--- config.mk ---
export PLATFORM = sky130hd
export DESIGN_NAME = mmio_uart_tx
export DESIGN_NICKNAME = d
export VERILOG_FILES = /design/src/rtl/mmio_uart_tx.sv
export SDC_FILE = /design/constraint.sdc
export NUM_CORES = 1
export LEC_CHECK = 0
export ABC_AREA = 1
export ABC_CLOCK_PERIOD_IN_PS = 5100
export CORE_MARGIN = 4
export CORE_UTILIZATION = 52
export DETAILED_ROUTE_END_ITERATION = 6
export GPL_ROUTABILITY_DRIVEN = 0
export PLACE_DENSITY = 0.95
export SYNTH_ARGS = -nofsm -noshare
export SYNTH_HDL_FRONTEND = slang
export SYNTH_SLANG_ARGS = --single-unit
export TNS_END_PERCENT = 10
--- constraint.sdc ---
create_clock -name clock -period 5.1 [get_ports clock]
set_clock_uncertainty 0.05 [all_clocks]
set_input_delay 0.765 -clock clock [delete_from_list [all_inputs] [get_ports clock]]
set_output_delay 0.765 -clock clock [all_outputs]
set_load 0.02 [all_outputs]
--- src/rtl/mmio_uart_tx.sv ---
// mmio_uart_tx
// Memory-mapped UART transmitter that sits on the CPU data-memory bus.
// Stores to TXDATA queue bytes in a small FIFO. A serialiser sends each byte
// as an 8N1 frame, or as an 8E1 frame when MMIO_UART_TX_PARITY_EN is defined.
// Loads return STATUS and CTRL so firmware can poll before writing.
//
// Configuration macro:
//   MMIO_UART_TX_PARITY_EN  adds an even-parity bit between the data and stop bits
//
// Ports:
//   clock       in   single clock, rising edge
//   reset       in   asynchronous active-high reset
//   mem_write   in   store strobe
//   mem_read    in   load strobe
//   address     in   byte address (bits [1:0] ignored)
//   write_data  in   store data
//   read_data   out  combinational load data (0 unless sel && mem_read)
//   sel         out  combinational, address falls in the 16-byte window
//   tx          out  serial line, idles high
module mmio_uart_tx #(
  parameter logic [31:0] BASE_ADDR    = 32'h0001_0000,
  parameter int          CLKS_PER_BIT = 868,
  parameter int          FIFO_DEPTH   = 4
) (
  input  logic        clock,
  input  logic        reset,
  input  logic        mem_write,
  input  logic        mem_read,
  input  logic [31:0] address,
  input  logic [31:0] write_data,
  output logic [31:0] read_data,
  output logic        sel,
  output logic        tx
);

  localparam int CW = $clog2(CLKS_PER_BIT);
  localparam int PW = $clog2(FIFO_DEPTH);
  localparam int NW = PW + 1;
  localparam logic [CW-1:0] BAUD_LAST = CW'(CLKS_PER_BIT - 1);
  localparam logic [NW-1:0] COUNT_FULL = NW'(FIFO_DEPTH);

  typedef enum logic [2:0] {
    IDLE,
    START,
    DATA,
`ifdef MMIO_UART_TX_PARITY_EN
    PARITY,
`endif
    STOP
  } state_t;

  state_t        r_state;
  logic [CW-1:0] r_baud;
  logic [2:0]    r_bitIdx;
  logic [7:0]    r_shift;
  logic          r_tx;
`ifdef MMIO_UART_TX_PARITY_EN
  logic          r_parity;
`endif

  logic [7:0]    r_mem [FIFO_DEPTH];
  logic [PW-1:0] r_wrPtr;
  logic [PW-1:0] r_rdPtr;
  logic [NW-1:0] r_count;
  logic          r_overrun;
  logic          r_enable;

  logic       w_wr;
  logic       w_push;
  logic       w_pushOk;
  logic       w_pop;
  logic       w_full;
  logic       w_empty;
  logic       w_busy;
  logic [3:0] w_cnt4;
  logic       w_unused;

  assign sel      = (address[31:4] == BASE_ADDR[31:4]);
  assign w_wr     = sel && mem_write;
  assign w_push   = w_wr && (address[3:2] == 2'd0);
  assign w_full   = (r_count == COUNT_FULL);
  assign w_empty  = (r_count == '0);
  // Full is judged on the pre-edge count, so a push coinciding with a pop
  // from a full FIFO is still dropped.
  assign w_pushOk = w_push && !w_full;
  assign w_pop    = (r_state == IDLE) && r_enable && !w_empty;
  assign w_busy   = (r_state != IDLE);
  assign w_cnt4   = 4'(r_count);
  assign w_unused = ^{address[1:0], write_data[31:8]};
  assign tx       = r_tx;

  // Register read mux.
  always_comb begin
    read_data = '0;
    if (sel && mem_read) begin
      case (address[3:2])
        2'd1:    read_data = {24'd0, w_cnt4, r_overrun, w_busy, w_empty, w_full};
        2'd2:    read_data = {31'd0, r_enable};
        default: read_data = '0;
      endcase
    end
  end

  // FIFO storage carries no reset; only the pointers and count define validity.
  always_ff @(posedge clock) begin
    if (w_pushOk) begin
      r_mem[r_wrPtr] <= write_data[7:0];
    end
  end

  // FIFO pointers, count, sticky overrun and the enable control bit.
  always_ff @(posedge clock or posedge reset) begin
    if (reset) begin
      r_wrPtr   <= '0;
      r_rdPtr   <= '0;
      r_count   <= '0;
      r_overrun <= 1'b0;
      r_enable  <= 1'b1;
    end else begin
      if (w_pushOk) begin
        r_wrPtr <= r_wrPtr + 1'b1;
      end
      if (w_pop) begin
        r_rdPtr <= r_rdPtr + 1'b1;
      end
      r_count <= r_count + NW'(w_pushOk) - NW'(w_pop);
      if (w_push && w_full) begin
        r_overrun <= 1'b1;
      end else if (w_wr && (address[3:2] == 2'd1) && write_data[3]) begin
        r_overrun <= 1'b0;
      end
      if (w_wr && (address[3:2] == 2'd2)) begin
        r_enable <= write_data[0];
      end
    end
  end

  // Serialiser FSM. tx is registered and is loaded with the level of the next
  // state on each transition. An asynchronous reset therefore returns the line
  // high immediately.
  always_ff @(posedge clock or posedge reset) begin
    if (reset) begin
      r_state  <= IDLE;
      r_baud   <= '0;
      r_bitIdx <= '0;
      r_shift  <= '0;
      r_tx     <= 1'b1;
`ifdef MMIO_UART_TX_PARITY_EN
      r_parity <= 1'b0;
`endif
    end else begin
      r_baud <= r_baud + 1'b1;
      case (r_state)
        IDLE: begin
          r_tx   <= 1'b1;
          r_baud <= '0;
          if (w_pop) begin
            r_shift <= r_mem[r_rdPtr];
`ifdef MMIO_UART_TX_PARITY_EN
            r_parity <= ^r_mem[r_rdPtr];
`endif
            r_state <= START;
            r_tx    <= 1'b0;
          end
        end
        START: begin
          if (r_baud == BAUD_LAST) begin
            r_baud   <= '0;
            r_bitIdx <= '0;
            r_state  <= DATA;
            r_tx     <= r_shift[0];
          end
        end
        DATA: begin
          if (r_baud == BAUD_LAST) begin
            r_baud <= '0;
            if (r_bitIdx == 3'd7) begin
`ifdef MMIO_UART_TX_PARITY_EN
              r_state <= PARITY;
              r_tx    <= r_parity;
`else
              r_state <= STOP;
              r_tx    <= 1'b1;
`endif
            end else begin
              r_bitIdx <= r_bitIdx + 1'b1;
              r_shift  <= {1'b0, r_shift[7:1]};
              r_tx     <= r_shift[1];
            end
          end
        end
`ifdef MMIO_UART_TX_PARITY_EN
        PARITY: begin
          if (r_baud == BAUD_LAST) begin
            r_baud  <= '0;
            r_state <= STOP;
            r_tx    <= 1'b1;
          end
        end
`endif
        STOP: begin
          if (r_baud == BAUD_LAST) begin
            r_baud  <= '0;
            r_state <= IDLE;
            r_tx    <= 1'b1;
          end
        end
        default: begin
          r_state <= IDLE;
          r_tx    <= 1'b1;
        end
      endcase
    end
  end

endmodule

After elaboration in Yosys (flattened, before gate mapping)
Memory sizes are Yosys's and may differ from the RTL's.
Index checks and enable logic that the tools add are counted.

word-level totals
  memories kept = 1
  flip-flop bits (word level) = 34
  input bits = 68
  RAM bits = 32
  word-level logic and storage cells = 83
  output and inout bits = 34

memory list
  name   words  bits a word  read ports  clocked after Yosys merged registers in  wr ports  RTL line  source
  r_mem  4      8            1           0                                        1         61        logic [7:0] r_mem [FIFO_DEPTH];

operators by class
  add/subtract/negate cells = 6
  reduce and logical (&&, ||, !) cells = 24
  equal/unequal tests = 15
  multiplexer cells = 27

operators with widths
  cell                                                    count
  equality test 28 x 13 -> 1 bit (second input constant)  1
  two-way mux 8 bit                                       3
  two-way mux 3 bit                                       7
  case mux 10 bit (2 select lines)                        1
  case mux 8 bit (2 select lines)                         1
  case mux 7 bit (2 select lines)                         1
  != test 2 bit (second input constant)                   6
  case mux 3 bit (4 select lines)                         1
  adder 10 x 1 -> 10 bit (second input constant)          1
  equality test 10 bit (second input constant)            1
  logical AND 1 bit                                       10
  two-way mux 10 bit                                      1
  two-way mux 1 bit                                       9
  AND reduction 4 bit                                     2
  two-way mux 7 bit                                       1
  equality test 3 x 2 -> 1 bit (second input constant)    2
  equality test 3 bit (second input constant)             2
  logical NOT 3 bit                                       2
  case mux 3 bit (2 select lines)                         1
  nonzero test 2 bit                                      3
  AND reduction 5 bit                                     1
  adder 2 x 1 -> 2 bit (second input constant)            2
  case mux 1 bit (4 select lines)                         1
  adder 3 x 1 -> 3 bit                                    1
  other kinds (10)                                        11

Depth between registers and ports, before layout
  depth after elaboration = 6
  gate-level depth with buffers = 12
  gate-level depth less buffers = 12

Worst setup path before layout
Ideal clock, no wire load.

  kind = input-to-output
  start point = in address[7]
  end point = out read_data[0]
  buffers on the path = 0
  stages on the path = 7
  required time = 4.285 ns
  setup slack = 2.300 ns
  arrival = 1.985 ns
  path through = nor2_1 -> nand2_1 -> nor2_1 -> nand2_1 -> nor2_4 -> nand2_1 -> nor3b_1

between the ends
  word-level cells in the longest chain between the ends = 3

ends and longest elaborated chain
  element                         RTL line  source
  start, declared                 29        input logic [31:0] address,
  equality test 28 x 13 -> 1 bit  78        assign sel = (address[31:4] == BASE_ADDR[31:4]);
  via sel                         32        output logic sel,
  logical AND 1 bit               95        if (sel && mem_read) begin
  two-way mux 7 bit               95
  end, declared                   31        output logic [31:0] read_data,

The timed path passes the listed nets, and every way through them passes these cells.

Worst setup path after layout
  start point = in address[29]
  end point = out read_data[6]

between the ends
  word-level cells in the longest chain between the ends = 3

ends and longest elaborated chain
  element                         RTL line
  equality test 28 x 13 -> 1 bit  78
  logical AND 1 bit               95
  two-way mux 7 bit               95

No other way between the ends.

==> metrics.yaml <==
hold_depth: 2
peakVddDrop_v: 0.000252
r2r-end: "r_count[2]"
post-route-period-util: 0.704
cts_setup_buffers: 0
fin_nets: 571
final_cells: 586
setup_viol: 0
antenna_cells: 0
yosys.area_share.adder: 0.0638
hold_viol: 0
drt_iter0_markers: 263
reg2regPathDepth: 10
first_pass_iters: 5
hold_buffers: 0
area_growth_pct: 20.1
synth-compound-area-share: 0.0209
top_usage_layer: "met2"
synthSimpleGateAreaFrac: 0.292
first_global_vias: 2934
route.detailed.drc: 0
syn_inst: 431
holdWs_ps: 428
grt-ovfl-total: 0
power_density_nw_per_um2: 262
grt_use_met1: 0.200
cts_sinks: 65
fp-row-count: 30
cpPeakStageDelay_ps: 620
syn-cell-area_um2: 3650
synth_mux_area_frac: 0
chipHeight_um: 91.8
cts_buffers: 9
die_area_um2: 8420
seq_area_frac_synth: 0.490
crit_path_start_kind: "primary input"
synth-warning-count: 0
rsz0062_at_grt: "no"
setup_tns_ps: 0
viasPerCell: 5.07
grt_use_met2: 0.339
io_pins: 102
reg2reg_slack_ps: 2710
ant_nets: 0
synth_top_family_by_area: "simple AND/OR/NAND/NOR gates"
min_period_ps: 3590
antenna_found_initial: 0
leakage_nw: 2.01
die_x_um: 91.8
cts_resized: 0
critPathMaxFanout: 6
required_ps: 4280
path_delay_family: "buffers and inverters"
relSlewSlack: 0.417
slew_violations: 0
ctsRootBufferMaster: "clkbuf_8"
mostFrequentLayoutCell: "nand2_1"
fin_util: 0.645
cp_slowest_cell: "clkdlybuf4s50_1"
core-area_um2: 6790
dp.cells: 570
whs_endpoint: "r_shift[2]"
synth_area_per_cell_um2: 8.47
initial_utilization: 0.537
wirelength_mm: 7.69
cp.buffers_inverters: 2
grt_use_met3: 0.0492
grt_first_pass_wirelength_mm: 12.6
end_kind: "primary output"
synthXorXnorAreaFrac: 0.0120
cts_tree: "yes"
io_buffers: 50
r2r_start: "r_state[0]"
htree_levels: 3
crit_chain: "clkdlybuf4s50_1 -> nor2_1 -> nand2_1 -> nor2_1 -> nand2_1 -> nor2_4 -> nand3_2 -> nor2_1 -> clkdlybuf4s50_1"
path_common_cell: "nor2_1"
fmax_mhz: 278
cts.clk_slew.worst_paths_ps: 70
grt_max_degree: 34
clock_latency_ps: 340
status: "finished, final reports clean"
ys_seq_elements: 65
mostFrequentLayoutCells: "nand2_1, inv_1, nor2_1, clkdlybuf4s50_1, nand3_1"
drt-wirelength-per-cell_um: 13.1
synth_cell_types: 31
layout-drive-gt1-share: 0.0735
tightest_slew_ps: 871
finalPower_w: 0.00115
cts_max_path_buffers: 2
hp-start: "r_shift[2]"
drv_cap: 0
worst_hold_path_type: "register to register"
critical_path_class: "primary input to primary output"
track_usage: 0.187
cp_data_arrival_time_ps: 2780
vias: 2969
critPathLaunch: "address[29]"
dp_hpwl_mm: 5.67
==> worst register-to-register path: cells and delay by family (launching register included) <==
| family | cells | cell delay [ps] |
|---|---|---|
| AND/OR/NAND/NOR | 1 | 200 |
| buffers and inverters | 4 | 360 |
| flip-flops | 1 | 430 |
| adder cells (fa/ha/maj) | 4 | 1080 |
| XOR/XNOR | 1 | 170 |
==> worst max path at each step <==
stage | endpoint | slack (ps) | cells after the start
2_1_floorplan | read_data[0] | 2300 | 7
3_3_place_gp | read_data[0] | 1570 | 9
3_5_place_dp | read_data[1] | 1540 | 9
4_1_cts | read_data[3] | 1510 | 9
5_1_grt | read_data[0] | 1290 | 9
6_report | read_data[6] | 1510 | 9
==> cells by family (layout without fill, tap and decap cells) <==
logic type / count (synthesis) / count (layout)
simple gates: 240 / 240
buf+inv: 88 / 123
flops: 65 / 65
fa+ha+maj: 18 / 18
compound gates: 14 / 14
xor+xnor: 5 / 5
other cells: 1 / 25
==> flip-flops by register name, indices dropped and copies added, names as in the netlist <==
name / cells
r_enable: 1
tx: 1
r_count: 3
r_overrun: 1
r_mem: 32
r_baud: 10
r_shift: 8
r_wrPtr: 2
r_state: 2
r_bitIdx: 3
r_rdPtr: 2
==> power breakdown <==
| part | switching [W] | internal, W | total, W | leakage, nW |
|---|---|---|---|---|
| sequential | 0.00000000000131 | 0.000551 | 0.000551 | 0.742 |
| clock | 0.000202 | 0.000324 | 0.000526 | 0.114 |
| combinational | 0.0000394 | 0.0000326 | 0.0000721 | 1.16 |
| total | 0.000242 | 0.000908 | 0.00115 | 2.01 |
==> stage by stage <==
stage          instance area [µm²]  setup slack, ps
4_1_cts                       4380             1510
6_report                      4380             1510
3_5_place_dp                  4140             1540
3_3_place_gp                  4140             1570
5_1_grt                       4380             1290
2_1_floorplan                 3740             2300
==> area by class of cell <==
class | instances | area [µm²]
Fill cell | 505 | 2410
Sequential cell | 65 | 1790
Inverter | 56 | 210
Timing Repair Buffer | 51 | 508
Clock inverter | 7 | 118
Multi-Input combinational cell | 302 | 1510
Tap cell | 96 | 120
Clock buffer | 9 | 124
==> cells in the mapped netlist (all sizes together) <==
master	instances	area [µm²]
nor3b	1	7.51
nor3	6	41.3
xor2	4	35.0
a21oi	5	25.0
a22oi	1	7.51
xnor2	1	8.76
nor2	55	219
o21ai	8	43.8
dfrtp	31	776
buf	31	223
conb	1	3.75
clkinv	2	7.51
fa	1	20.0
inv	54	203
nand3	47	250
dfstp	2	52.6
ha	17	213
nand2	125	497
edfxtp	32	961
nand4	6	52.6
clkbuf	1	3.75
==> metal layers <==
layer / routed length, µm / up-vias
li1: - / 1422
met5: 0 / -
met2: 4120 / 135
met4: 191 / 0
met1: 2860 / 1389
met3: 515 / 23
Note: power is estimated with default switching activity, not from simulation.
